File: src/rtl/mod4_down_timer_if.sv
// Control/status bundle for mod4_down_timer: load/start/stop/dec in, count and flags out.
interface mod4_down_timer_if #(
    parameter int unsigned W = 6
);
    logic         load;
    logic [W-1:0] load_val;
    logic         start;
    logic         stop;
    logic         dec;
    logic [W-1:0] q;
    logic         busy;
    logic         done;
    logic         zero;

    modport master (
        output load, load_val, start, stop, dec,
        input  q, busy, done, zero
    );

    modport slave (
        input  load, load_val, start, stop, dec,
        output q, busy, done, zero
    );
endinterface

File: src/rtl/mod4_down_timer.sv
// Countdown timer built from a chain of base-4 digits with borrow ripple,
// one-cycle expiry pulse and optional auto-reload for periodic ticks.
module mod4_down_timer #(
    parameter int unsigned DIGITS      = 3,
    parameter bit          AUTO_RELOAD = 1'b0
) (
    input  logic              clk,
    input  logic              reset,
    mod4_down_timer_if.slave  bus
);
    localparam int unsigned W = 2 * DIGITS;

    typedef enum logic [1:0] {
        IDLE = 2'd0,
        RUN  = 2'd1,
        DONE = 2'd2
    } state_e;

    state_e       state_q, state_d;
    logic [W-1:0] q_q, q_d;
    logic [W-1:0] reload_q, reload_d;
    logic         done_q, done_d;
    logic         busy_q, busy_d;
    logic         zero_q, zero_d;
    logic [W-1:0] q_dec;
    logic [W-1:0] q_next;
    logic         borrow;

    // Digit-wise decrement: a digit steps down only when every lower digit is 0.
    always_comb begin
        q_dec  = q_q;
        borrow = 1'b1;
        for (int k = 0; k < int'(DIGITS); k++) begin
            if (borrow) begin
                q_dec[2*k +: 2] = q_q[2*k +: 2] - 2'd1;
            end
            borrow = borrow && (q_q[2*k +: 2] == 2'd0);
        end
    end

    always_comb begin
        state_d  = state_q;
        q_d      = q_q;
        reload_d = reload_q;
        done_d   = 1'b0;
        q_next   = bus.load ? bus.load_val : q_q;

        case (state_q)
            IDLE: begin
                if (bus.load) begin
                    q_d      = bus.load_val;
                    reload_d = bus.load_val;
                end
                if (bus.start && (q_next != '0)) begin
                    state_d = RUN;
                end
            end
            RUN: begin
                if (bus.stop) begin
                    state_d = IDLE;
                end else if (bus.dec && (q_q != '0)) begin
                    if (q_q == W'(1)) begin
                        done_d = 1'b1;
                        if (AUTO_RELOAD) begin
                            q_d = reload_q;
                        end else begin
                            q_d     = '0;
                            state_d = DONE;
                        end
                    end else begin
                        q_d = q_dec;
                    end
                end
            end
            DONE:    state_d = IDLE;
            default: state_d = IDLE;
        endcase

        busy_d = (state_d == RUN);
        zero_d = (q_d == '0);
    end

    always_ff @(posedge clk or negedge reset) begin
        if (!reset) begin
            state_q  <= IDLE;
            q_q      <= '0;
            reload_q <= '0;
            done_q   <= 1'b0;
            busy_q   <= 1'b0;
            zero_q   <= 1'b1;
        end else begin
            state_q  <= state_d;
            q_q      <= q_d;
            reload_q <= reload_d;
            done_q   <= done_d;
            busy_q   <= busy_d;
            zero_q   <= zero_d;
        end
    end

    assign bus.q    = q_q;
    assign bus.busy = busy_q;
    assign bus.done = done_q;
    assign bus.zero = zero_q;
endmodule
File: src/flat_wrapper.sv
// flat-port wrapper written by rule: the top's interface ports become plain ports
module mod4_down_timer_flat 
#(
    parameter int unsigned DIGITS      = 3,
    parameter bit          AUTO_RELOAD = 1'b0
)
  (clk, reset, bus_load, bus_load_val, bus_start, bus_stop, bus_dec, bus_q, bus_busy, bus_done, bus_zero);
  mod4_down_timer_if bus_i ();
  input  logic clk;
  input  logic reset;
  input wire logic [$bits(bus_i.load)-1:0] bus_load;
  input wire logic [$bits(bus_i.load_val)-1:0] bus_load_val;
  input wire logic [$bits(bus_i.start)-1:0] bus_start;
  input wire logic [$bits(bus_i.stop)-1:0] bus_stop;
  input wire logic [$bits(bus_i.dec)-1:0] bus_dec;
  output wire logic [$bits(bus_i.q)-1:0] bus_q;
  output wire logic [$bits(bus_i.busy)-1:0] bus_busy;
  output wire logic [$bits(bus_i.done)-1:0] bus_done;
  output wire logic [$bits(bus_i.zero)-1:0] bus_zero;
  assign bus_i.load = bus_load;
  assign bus_i.load_val = bus_load_val;
  assign bus_i.start = bus_start;
  assign bus_i.stop = bus_stop;
  assign bus_i.dec = bus_dec;
  assign bus_q = bus_i.q;
  assign bus_busy = bus_i.busy;
  assign bus_done = bus_i.done;
  assign bus_zero = bus_i.zero;
  mod4_down_timer #(.DIGITS(DIGITS), .AUTO_RELOAD(AUTO_RELOAD)) u_core (.clk(clk), .reset(reset), .bus(bus_i));
endmodule
File: config.mk
export PLATFORM = sky130hd
export DESIGN_NAME = mod4_down_timer_flat
export DESIGN_NICKNAME = d
export VERILOG_FILES = /design/src/rtl/mod4_down_timer_if.sv /design/src/rtl/mod4_down_timer.sv /design/src/flat_wrapper.sv
export SDC_FILE = /design/constraint.sdc
export NUM_CORES = 1
export LEC_CHECK = 0
export BUFFER_PORTS_ARGS = -buffer_cell sky130_fd_sc_hd__buf_2
export CORE_MARGIN = 5
export CORE_UTILIZATION = 51
export DETAILED_ROUTE_END_ITERATION = 12
export PLACE_DENSITY = 0.77
export SLEW_MARGIN = 25
export SYNTH_ARGS = -nofsm -noshare
export SYNTH_HDL_FRONTEND = slang
export SYNTH_SLANG_ARGS = --single-unit
File: constraint.sdc
create_clock -name clk -period 2.2 [get_ports clk]
set_input_delay 0.33 -clock clk [delete_from_list [all_inputs] [get_ports clk]]
set_output_delay 0.33 -clock clk [all_outputs]
set_load 0.02 [all_outputs]
==> impl_results.md <==
- Run status: completed
- Via count: roughly 870
- VDD IR max: about 640 µV
- Leak pwr: 0.456 nW
- Initial antenna violation count: 0
- Worst hold path type: primary input to register
- Top Layer Used: met4
- TNS Setup: 0 ps
- Slowest stage cell, crit path: dfrtp_1
- H-Tree Depth: 1
- Post-Route WL: approximately 2300 µm
- RR Startpoint: u_core.bus.q[2]
- Gr usage total: 18.5%
- Ys flop type: dfrtp_1
- Sequential cell area fraction in the yosys report: around a third
- Mapped Area: between 800 and 900 µm²
- R2R cell count: 7
- Worst Hold Launch: bus_stop
- Met3 routed WL: between 200 and 250 µm
- Yosys cell types: 48
- Number of flops mapped to enable cells by yosys: 0
- Placer congestion estimate: 0.979
- DRT antenna net count: 0
- DRC viols: 0
- CP max stage delay: 410 ps
- First-pass GRT wire length: around 3700 µm
- Area contributors post-synth: dfrtp_1, ha_1, inv_1
- R2R setup slack: between 200 and 250 ps
- DIE WIDTH: approximately 51 µm
- Worst r2r dst: u_core.bus.zero
- Die area: about 2600 µm²
- Ports: 21
- Wirelength per Cell: 17.8 µm
- WL met1: between 900 and 1000 µm
- Mean post-synth cell area: approximately 9.3 µm²
- Hold worst-path end: u_core.bus.done
- Vias per cell: 6.71
- Cell area power density: 1250 nW/µm²
- CP max FO: 7
- Total congestion overflow: 0
- Largest net degree at the start of global routing: 15
- Hold_ws: 275 ps
- Final period util: ~89%
- Synth top area share: around 30%
- Ys async rst share: 100%
- Cts repair resizes: 0
- Synthesized Nets: between 100 and 150
- Unrepaired setup endpoints after global routing: no
- Clock transition at path regs: approximately 70 ps
- Sink Count: 11
- Pins Over Slew Limit: 0
- Filler cells: ~140
- Synth top cells by count: dfrtp_1, inv_1, nand2_1, nor2_1, ha_1
- CTS tree: built
- #FFs+latches synth: 11
- Number of global-route vias before repair: 824
- Clock buffer depth: 2
- Core area: between 1500 and 2000 µm²
- Pre-antenna DRT Iters: 4
- Yosys warns: 0
- Clk_skew: 7.98 ps
- # nets final: 130
- Row count: 14
- Final Hold Fails: 0
- Final Setup Violations: 0
- Ant. Diodes: 0
- Synth-to-Final Area Change: 15.8%
- CTS buffer count: 3
- Setup bufs post-CTS: 0
- Worst-path cell chain: inv_1 > ha_1 > nand2_2 > a41oi_2 > a311oi_1 > a221o_1 > nor4_2
- Port bufs: 20
- CP Data Required Time: 2380 ps
- Share of layout cells above drive strength 1: between 20% and 30%
- Worst Setup Path Type: register to register
- Cell taking the most area after synthesis: dfrtp_1
- Arr. time, crit path: 2150 ps
- Root Buffer: clkbuf_4
- Max-cap viol count: 0
- Achievable Freq: 509 MHz
- Initial Util: 54.6%
- CP endpoint kind: register
- Max-Slew Margin vs Limit: 69.3%
- Met2 wire len: ~1100 µm
- Worst skew pair latency: approximately 270 ps
- Cell count after synthesis: ~90
- Initial drt markers: 38
- Least-Margin Pin Slew: 461 ps
- Post-layout minimum cycle time: approximately 2000 ps
- Die H: slightly above 50 µm
- Hold depth: 2
- HPWL after DPL: ~1700 µm
- CP startpoint kind: register
- Most frequent cell after synthesis: dfrtp_1
[worst max path at each step]
stage                       to  cells after the start            start  slack, ps
2_1_floorplan  u_core.bus.zero                      7  u_core.bus.q[0]        380
3_3_place_gp   u_core.bus.zero                      7  u_core.bus.q[4]        360
3_5_place_dp   u_core.bus.zero                      7  u_core.bus.q[2]        270
4_1_cts        u_core.bus.zero                      7  u_core.bus.q[2]        250
5_1_grt        u_core.bus.zero                      7  u_core.bus.q[2]        100
6_report       u_core.bus.zero                      7  u_core.bus.q[2]        230
[cell usage in the layout (no fill, tap or decap), types with 3 or more instances in the layout]
master	count
ha_1	4
nand2_1	6
nor3_1	3
inv_1	9
nand4b_1	3
buf_2	20
clkbuf_4	3
dfrtp_1	10
a21oi_1	3
nor2_1	5
[state kept, by name (all words and copies together), names as in the netlist]
name / flops
u_core.state_q: 2
u_core.bus.zero: 1
u_core.bus.busy: 1
u_core.bus.q: 6
u_core.bus.done: 1
[worst max-delay path: cells and delay by family, from the launching register on]
family	cells	cell delay [ps]
compound gates	3	620
fa+ha+maj	1	300
buf+inv	1	110
flops	1	410
simple gates	2	440
[power breakdown]
part	switching (mW)	total, mW	internal [mW]
Combinational	0.436	0.725	0.289
Clock	0.0706	0.141	0.0703
Sequential	0.0851	0.357	0.272
[per-stage QoR]
step                area (µm²)  total power [mW]  setup slack, ps  util [%]  cells
floorplan                  842             0.851              384         -     91
global placement           938              1.05              364      60.9    124
detailed placement         938              1.07              275      60.9    124
CTS                        975              1.21              249      63.2    129
global route               975              1.31              104      63.2    129
finish                     975              1.22              235      63.2    129
[per-layer routing]
layer	up-vias	GRT usage (%)
li1	393	-
met1	406	24.2
met2	57	27.9
met3	10	4.44
met4	0	9.36
met5	-	0
[final cells by class]
cell class | count | area, µm² | share of cell area, %
Multi-Input combinational cell | 66 | 493 | 50.6
Clock buffer | 4 | 26.3 | 2.70
Timing Repair Buffer | 23 | 125 | 12.8
Sequential cell | 11 | 277 | 28.4
Tap cell | 16 | 20.0 | 2.05
Inverter | 9 | 33.8 | 3.47
[cell families (layout without fill, tap and decap cells)]
logic type,Yosys count,in the layout,synth area share (%)
AOI/OAI and AO/OA,25,25,24.5
buffers and inverters,14,36,8.62
muxes,1,1,1.19
DFF,11,11,32.8
and+or+nand+nor,36,36,26.9
adders and majority gates,4,4,5.94
[repair_timing]
action                     4_1_cts  5_1_grt
hold buffers                     1        0
hold endpoints to repair        10        0
setup endpoints to repair        0        0
Power figures use the tool's default switching activity.
